### config.mk
export PLATFORM = sky130hd
export DESIGN_NAME = rand_pos_gen
export DESIGN_NICKNAME = d
export VERILOG_FILES = /design/src/rtl/rand_pos_gen_pkg.sv /design/src/rtl/rand_pos_gen_lfsr_core.sv /design/src/rtl/rand_pos_gen.sv
export SDC_FILE = /design/constraint.sdc
export NUM_CORES = 1
export LEC_CHECK = 0
export ABC_AREA = 1
export CORE_UTILIZATION = 50
export CTS_BUF_LIST = sky130_fd_sc_hd__clkbuf_4 sky130_fd_sc_hd__clkbuf_8 sky130_fd_sc_hd__clkbuf_16
export CTS_CLUSTER_DIAMETER = 100
export DETAILED_ROUTE_END_ITERATION = 6
export PLACE_DENSITY = 0.77
export SYNTH_ARGS = -nofsm -noshare
export SYNTH_HDL_FRONTEND = slang
export SYNTH_SLANG_ARGS = --single-unit
### constraint.sdc
create_clock -name clk -period 3 [get_ports clk]
set_input_delay 0.6 -clock clk [delete_from_list [all_inputs] [get_ports clk]]
set_output_delay 0.6 -clock clk [all_outputs]
set_load 0.05 [all_outputs]
### src/rtl/rand_pos_gen_pkg.sv
// Shared definitions for the random on-grid coordinate generator:
// FSM state encoding and the default grid geometry.
package rand_pos_gen_pkg;

    typedef enum logic [1:0] {
        IDLE = 2'd0,
        DRAW = 2'd1,
        DONE = 2'd2
    } state_t;

    localparam int DEF_X_BITS  = 6;
    localparam int DEF_Y_BITS  = 5;
    localparam int DEF_X_LIMIT = 40;
    localparam int DEF_Y_LIMIT = 30;

endpackage

### src/rtl/rand_pos_gen_lfsr_core.sv
// Galois right-shift LFSR with seed load; an all-zero state (or a zero
// seed) is replaced by SEED so the register can never lock up.
module lfsr_core #(
    parameter int               WIDTH = 16,
    parameter logic [WIDTH-1:0] TAPS  = 16'hB400,
    parameter logic [WIDTH-1:0] SEED  = 16'hACE1
) (
    input  logic             clk,
    input  logic             rst_n,
    input  logic             step,
    input  logic             load,
    input  logic [WIDTH-1:0] load_val,
    output logic [WIDTH-1:0] state
);

    logic [WIDTH-1:0] stepped;

    assign stepped = (state >> 1) ^ (state[0] ? TAPS : '0);

    always_ff @(posedge clk or negedge rst_n) begin
        if (!rst_n) begin
            state <= SEED;
        end else if (load) begin
            state <= (load_val == '0) ? SEED : load_val;
        end else if (state == '0) begin
            state <= SEED;
        end else if (step) begin
            state <= stepped;
        end
    end

endmodule

### src/rtl/rand_pos_gen.sv
// Draws in-range (x, y) pairs from an LFSR by rejection sampling, with a
// single-subtraction fold after MAX_TRIES rejected draws.
//
//   state | meaning
//   IDLE  | waiting for req
//   DRAW  | sampling LFSR each cycle until in range or out of tries
//   DONE  | valid strobe, result registered
module rand_pos_gen
    import rand_pos_gen_pkg::*;
#(
    parameter int               WIDTH     = 16,
    parameter logic [WIDTH-1:0] TAPS      = 16'hB400,
    parameter logic [WIDTH-1:0] SEED      = 16'hACE1,
    parameter int               X_BITS    = DEF_X_BITS,
    parameter int               Y_BITS    = DEF_Y_BITS,
    parameter int               X_LIMIT   = DEF_X_LIMIT,
    parameter int               Y_LIMIT   = DEF_Y_LIMIT,
    parameter int               MAX_TRIES = 8
) (
    input  logic              clk,
    input  logic              rst_n,
    input  logic              run,
    input  logic              seed_load,
    input  logic [WIDTH-1:0]  seed_in,
    input  logic              req,
    output logic              busy,
    output logic              valid,
    output logic [X_BITS-1:0] x_out,
    output logic [Y_BITS-1:0] y_out,
    output logic              fallback,
    output logic [WIDTH-1:0]  lfsr_q
);

    localparam int TW = (MAX_TRIES > 1) ? $clog2(MAX_TRIES) : 1;
    localparam logic [TW-1:0]     LAST_TRY = TW'(MAX_TRIES - 1);
    // One extra bit so a limit equal to 2^BITS still compares correctly.
    localparam logic [X_BITS:0]   X_CMP    = (X_BITS + 1)'(X_LIMIT);
    localparam logic [Y_BITS:0]   Y_CMP    = (Y_BITS + 1)'(Y_LIMIT);
    localparam logic [X_BITS-1:0] X_SUB    = X_BITS'(X_LIMIT);
    localparam logic [Y_BITS-1:0] Y_SUB    = Y_BITS'(Y_LIMIT);

    state_t            state_q, state_d;
    logic [TW-1:0]     tries_q, tries_d;
    logic [WIDTH-1:0]  lfsr_state;
    logic [X_BITS-1:0] xs, x_d;
    logic [Y_BITS-1:0] ys, y_d;
    logic              x_in, y_in, take, fb_d;

    lfsr_core #(
        .WIDTH (WIDTH),
        .TAPS  (TAPS),
        .SEED  (SEED)
    ) u_lfsr (
        .clk      (clk),
        .rst_n    (rst_n),
        .step     (run || (state_q == DRAW)),
        .load     (seed_load),
        .load_val (seed_in),
        .state    (lfsr_state)
    );

    assign xs   = lfsr_state[X_BITS-1:0];
    assign ys   = lfsr_state[X_BITS+Y_BITS-1:X_BITS];
    assign x_in = {1'b0, xs} < X_CMP;
    assign y_in = {1'b0, ys} < Y_CMP;

    always_comb begin
        state_d = state_q;
        tries_d = tries_q;
        take    = 1'b0;
        fb_d    = 1'b0;
        x_d     = xs;
        y_d     = ys;
        case (state_q)
            IDLE: begin
                if (req) begin
                    state_d = DRAW;
                    tries_d = '0;
                end
            end
            DRAW: begin
                if (x_in && y_in) begin
                    take    = 1'b1;
                    state_d = DONE;
                end else if (tries_q == LAST_TRY) begin
                    take    = 1'b1;
                    fb_d    = 1'b1;
                    if (!x_in) x_d = xs - X_SUB;
                    if (!y_in) y_d = ys - Y_SUB;
                    state_d = DONE;
                end else begin
                    tries_d = tries_q + 1'b1;
                end
            end
            DONE:    state_d = IDLE;
            default: state_d = IDLE;
        endcase
    end

    always_ff @(posedge clk or negedge rst_n) begin
        if (!rst_n) begin
            state_q  <= IDLE;
            tries_q  <= '0;
            x_out    <= '0;
            y_out    <= '0;
            fallback <= 1'b0;
        end else begin
            state_q <= state_d;
            tries_q <= tries_d;
            if (take) begin
                x_out    <= x_d;
                y_out    <= y_d;
                fallback <= fb_d;
            end
        end
    end

    assign busy   = (state_q == DRAW);
    assign valid  = (state_q == DONE);
    assign lfsr_q = lfsr_state;

endmodule

==> results.cfg <==
[placed_design]
io_buffers = 50
gp_congestion = 0.863
hpwl_mm = 3.21
place_ws_ns = 0.791

[floorplanning]
pin_count = 51
fp.dieH_um = 65.5
initial_core_util_pct = 53.5
rows = 22
die_area_mm2 = 0.00429
core_area_mm2 = 0.00377
die_x_um = 65.5

[timing]
hold_viol_final = 0
fin_crit_sh_pct = 79.5
slew-limit-headroom_pct = 66.4
clock.fmax_mhz = 419
hold_slack_ns = 0.484
tightestPinTransition_ns = 0.503
setup-violations-final = 0
finalClockSkew_ns = 0.00934
worst_slack_ns = 0.616
grt_setup_unrepaired = false
finalSetupTns_ns = 0
fin_crit_ns = 2.38
drv_slew = 0

[clocking]
cts_setup_buffers = 0
numCtsBuffers = 5
cts_tree = done
cts_sinks = 33
holdBufCountCts = 0
cts_root_buffer = clkbuf_8
cts.htree.levels = 2
cts_buffer_depth = 2
worst_skew_pair.late_latency_ns = 0.29
path_clk_slew_ns = 0.07
ctsResizeCount = 0

[setup_path]
crit_path_start_kind = register
cp.arrival_ns = 1.78
critical_path_class = reg2out
worstPathRequired_ns = 2.40
cp_top_family = buffers and inverters
worstSetupEndpointType = primary output
cp_num_buf_inv = 1
crit_chain = clkdlybuf4s50_1
crit_path_max_incr_delay_ns = 0.84
cpMaxStageDelayCell = clkdlybuf4s50_1
critPathMaxFanout = 9

[cells_and_area]
final_nets = 319
final_core_util_pct = 68.8
diodes = 0
area_delta_synth_final_pct = 28.6
final_cell_mix = nand2_1 (76), clkdlybuf4s50_1 (50), nor2_1 (26)
fill_cells = 340
drive_gt1_share_pct = 19.3
final_common_cell = nand2_1

[yosys]
avgSynthCellArea_um2 = 8.17
synthCells = 247
yosysSeqAreaShare_pct = 41.4
ys_ff_latch = 33
yosysWarnings = 0
syn_nets = 272
syn_area_mm2 = 0.00202
synth_cell_type_count = 30

[global_routing]
grt-ovfl-total = 0
grt_pass1_wl_mm = 7.74
grt_pass1_vias = 1676
antenna_found_initial = 0
grt_max_degree = 34
grt.total_usage_pct = 24.0

[routing]
drt-pass1-iter-count = 6
final_antenna_net_count = 0
drt-total-wl_mm = 4.35
via_per_inst = 5.07
drc = 0
via_count = 1739
routedWlPerCell_um = 12.7
drt_iter0_markers = 94

[run_status]
status = complete, no violations

[power_and_ir_drop]
p_leak_nw = 1.24
vdd_drop_max_mv = 0.379
power_density_mw_per_mm2 = 1000

[flow_run]
drv_cap = 0

[hold_path]
hold_path_class = reg2reg
-- sequential cells by signal, indices dropped and copies added, names as in the netlist --
signal / count
u_lfsr.state: 16
x_out: 6
y_out: 5
tries_q: 3
state_q: 2
fallback: 1
-- worst paths after layout --
check | slack (ns) | endpoint | cells after the start | start
worst max-delay path | 0.62 | lfsr_q[5] | 1 | u_lfsr.state[5]
worst min register to register | 0.48 | x_out[2] | 2 | x_out[2]
worst min-delay path | 0.48 | x_out[2] | 2 | x_out[2]
worst max register to register | 1.26 | u_lfsr.state[6] | 8 | u_lfsr.state[5]
min in group asynchronous | 0.73 | u_lfsr.state[4] | 2 | rst_n
max in group asynchronous | 1.95 | u_lfsr.state[11] | 2 | rst_n
-- metal layers --
layer  vias to the layer above  track usage (%)  share of wire [%]
li1                        881                -                  -
met1                       804             30.6                 47
met2                        47             39.8                 48
met3                         7             5.73                4.4
met4                         0             7.61                1.1
met5                         -                0                  0
-- area by class of cell --
class / count / area [um^2] / area share [%]
timing repair buffer: 52 / 515 / 19.9
clock inverter: 1 / 30.0 / 1.16
tap: 48 / 60.1 / 2.31
inverter: 20 / 77.6 / 2.99
sequential: 33 / 836 / 32.2
clock buffer: 7 / 90.1 / 3.47
multi-input combinational: 182 / 987 / 38.0
-- cell usage after synthesis --
cell type,instances,area (um^2)
nand2_1,76,285
inv_4,1,6.26
buf_4,4,30.0
o21ai_1,1,5.00
nand3_1,18,90.1
inv_1,16,60.1
xnor2_1,3,26.3
xor2_1,1,8.76
buf_6,3,33.8
nand4_1,3,18.8
nand2_2,5,31.3
ha_1,4,50.1
nor2_8,1,20.0
o21ai_0,12,60.1
nand2_4,2,22.5
dfstp_2,8,210
buf_2,2,10.0
a21oi_1,1,5.00
nor2_4,2,22.5
inv_2,3,11.3
dfrtp_1,25,626
o31ai_1,1,7.51
o21ai_2,11,96.3
clkbuf_1,1,3.75
nand3_2,9,90.1
buf_12,2,40.0
o21a_1,1,7.51
nor2_2,4,25.0
nand3_4,1,17.5
nor2_1,26,97.6
-- logic make-up (layout without fill, tap and decap cells) --
logic type / count (synthesis) / in the layout / share of synthesized area [%]
AO/OA/AOI/OAI: 27 / 27 / 8.99
XOR/XNOR: 4 / 4 / 1.74
adder cells (fa/ha/maj): 4 / 4 / 2.48
buffers and inverters: 32 / 80 / 9.67
flip-flops: 33 / 33 / 41.4
AND/OR/NAND/NOR: 147 / 147 / 35.7
-- power breakdown --
part	leakage [nW]	switching (mW)	internal, mW
clock network	0.0619	0.163	0.280
registers	0.399	0.155	0.624
logic	0.774	0.927	0.458
total	1.24	1.25	1.36
-- through the flow --
step                      cells  area (um^2)  power, mW
after global placement      335         2480       2.15
after CTS                   343         2600       2.62
after floorplan             247         2020       1.80
after detailed placement    335         2480       2.18
final                       343         2600       2.61
after global routing        343         2600       2.76
-- tightest hold or removal path, cell delays in order, from the launching register on --
cell	delay [ns]
dfrtp_1	0.34
nand2_1	0.06
o21ai_2	0.05
No activity file was read; power rests on OpenSTA's default activity.
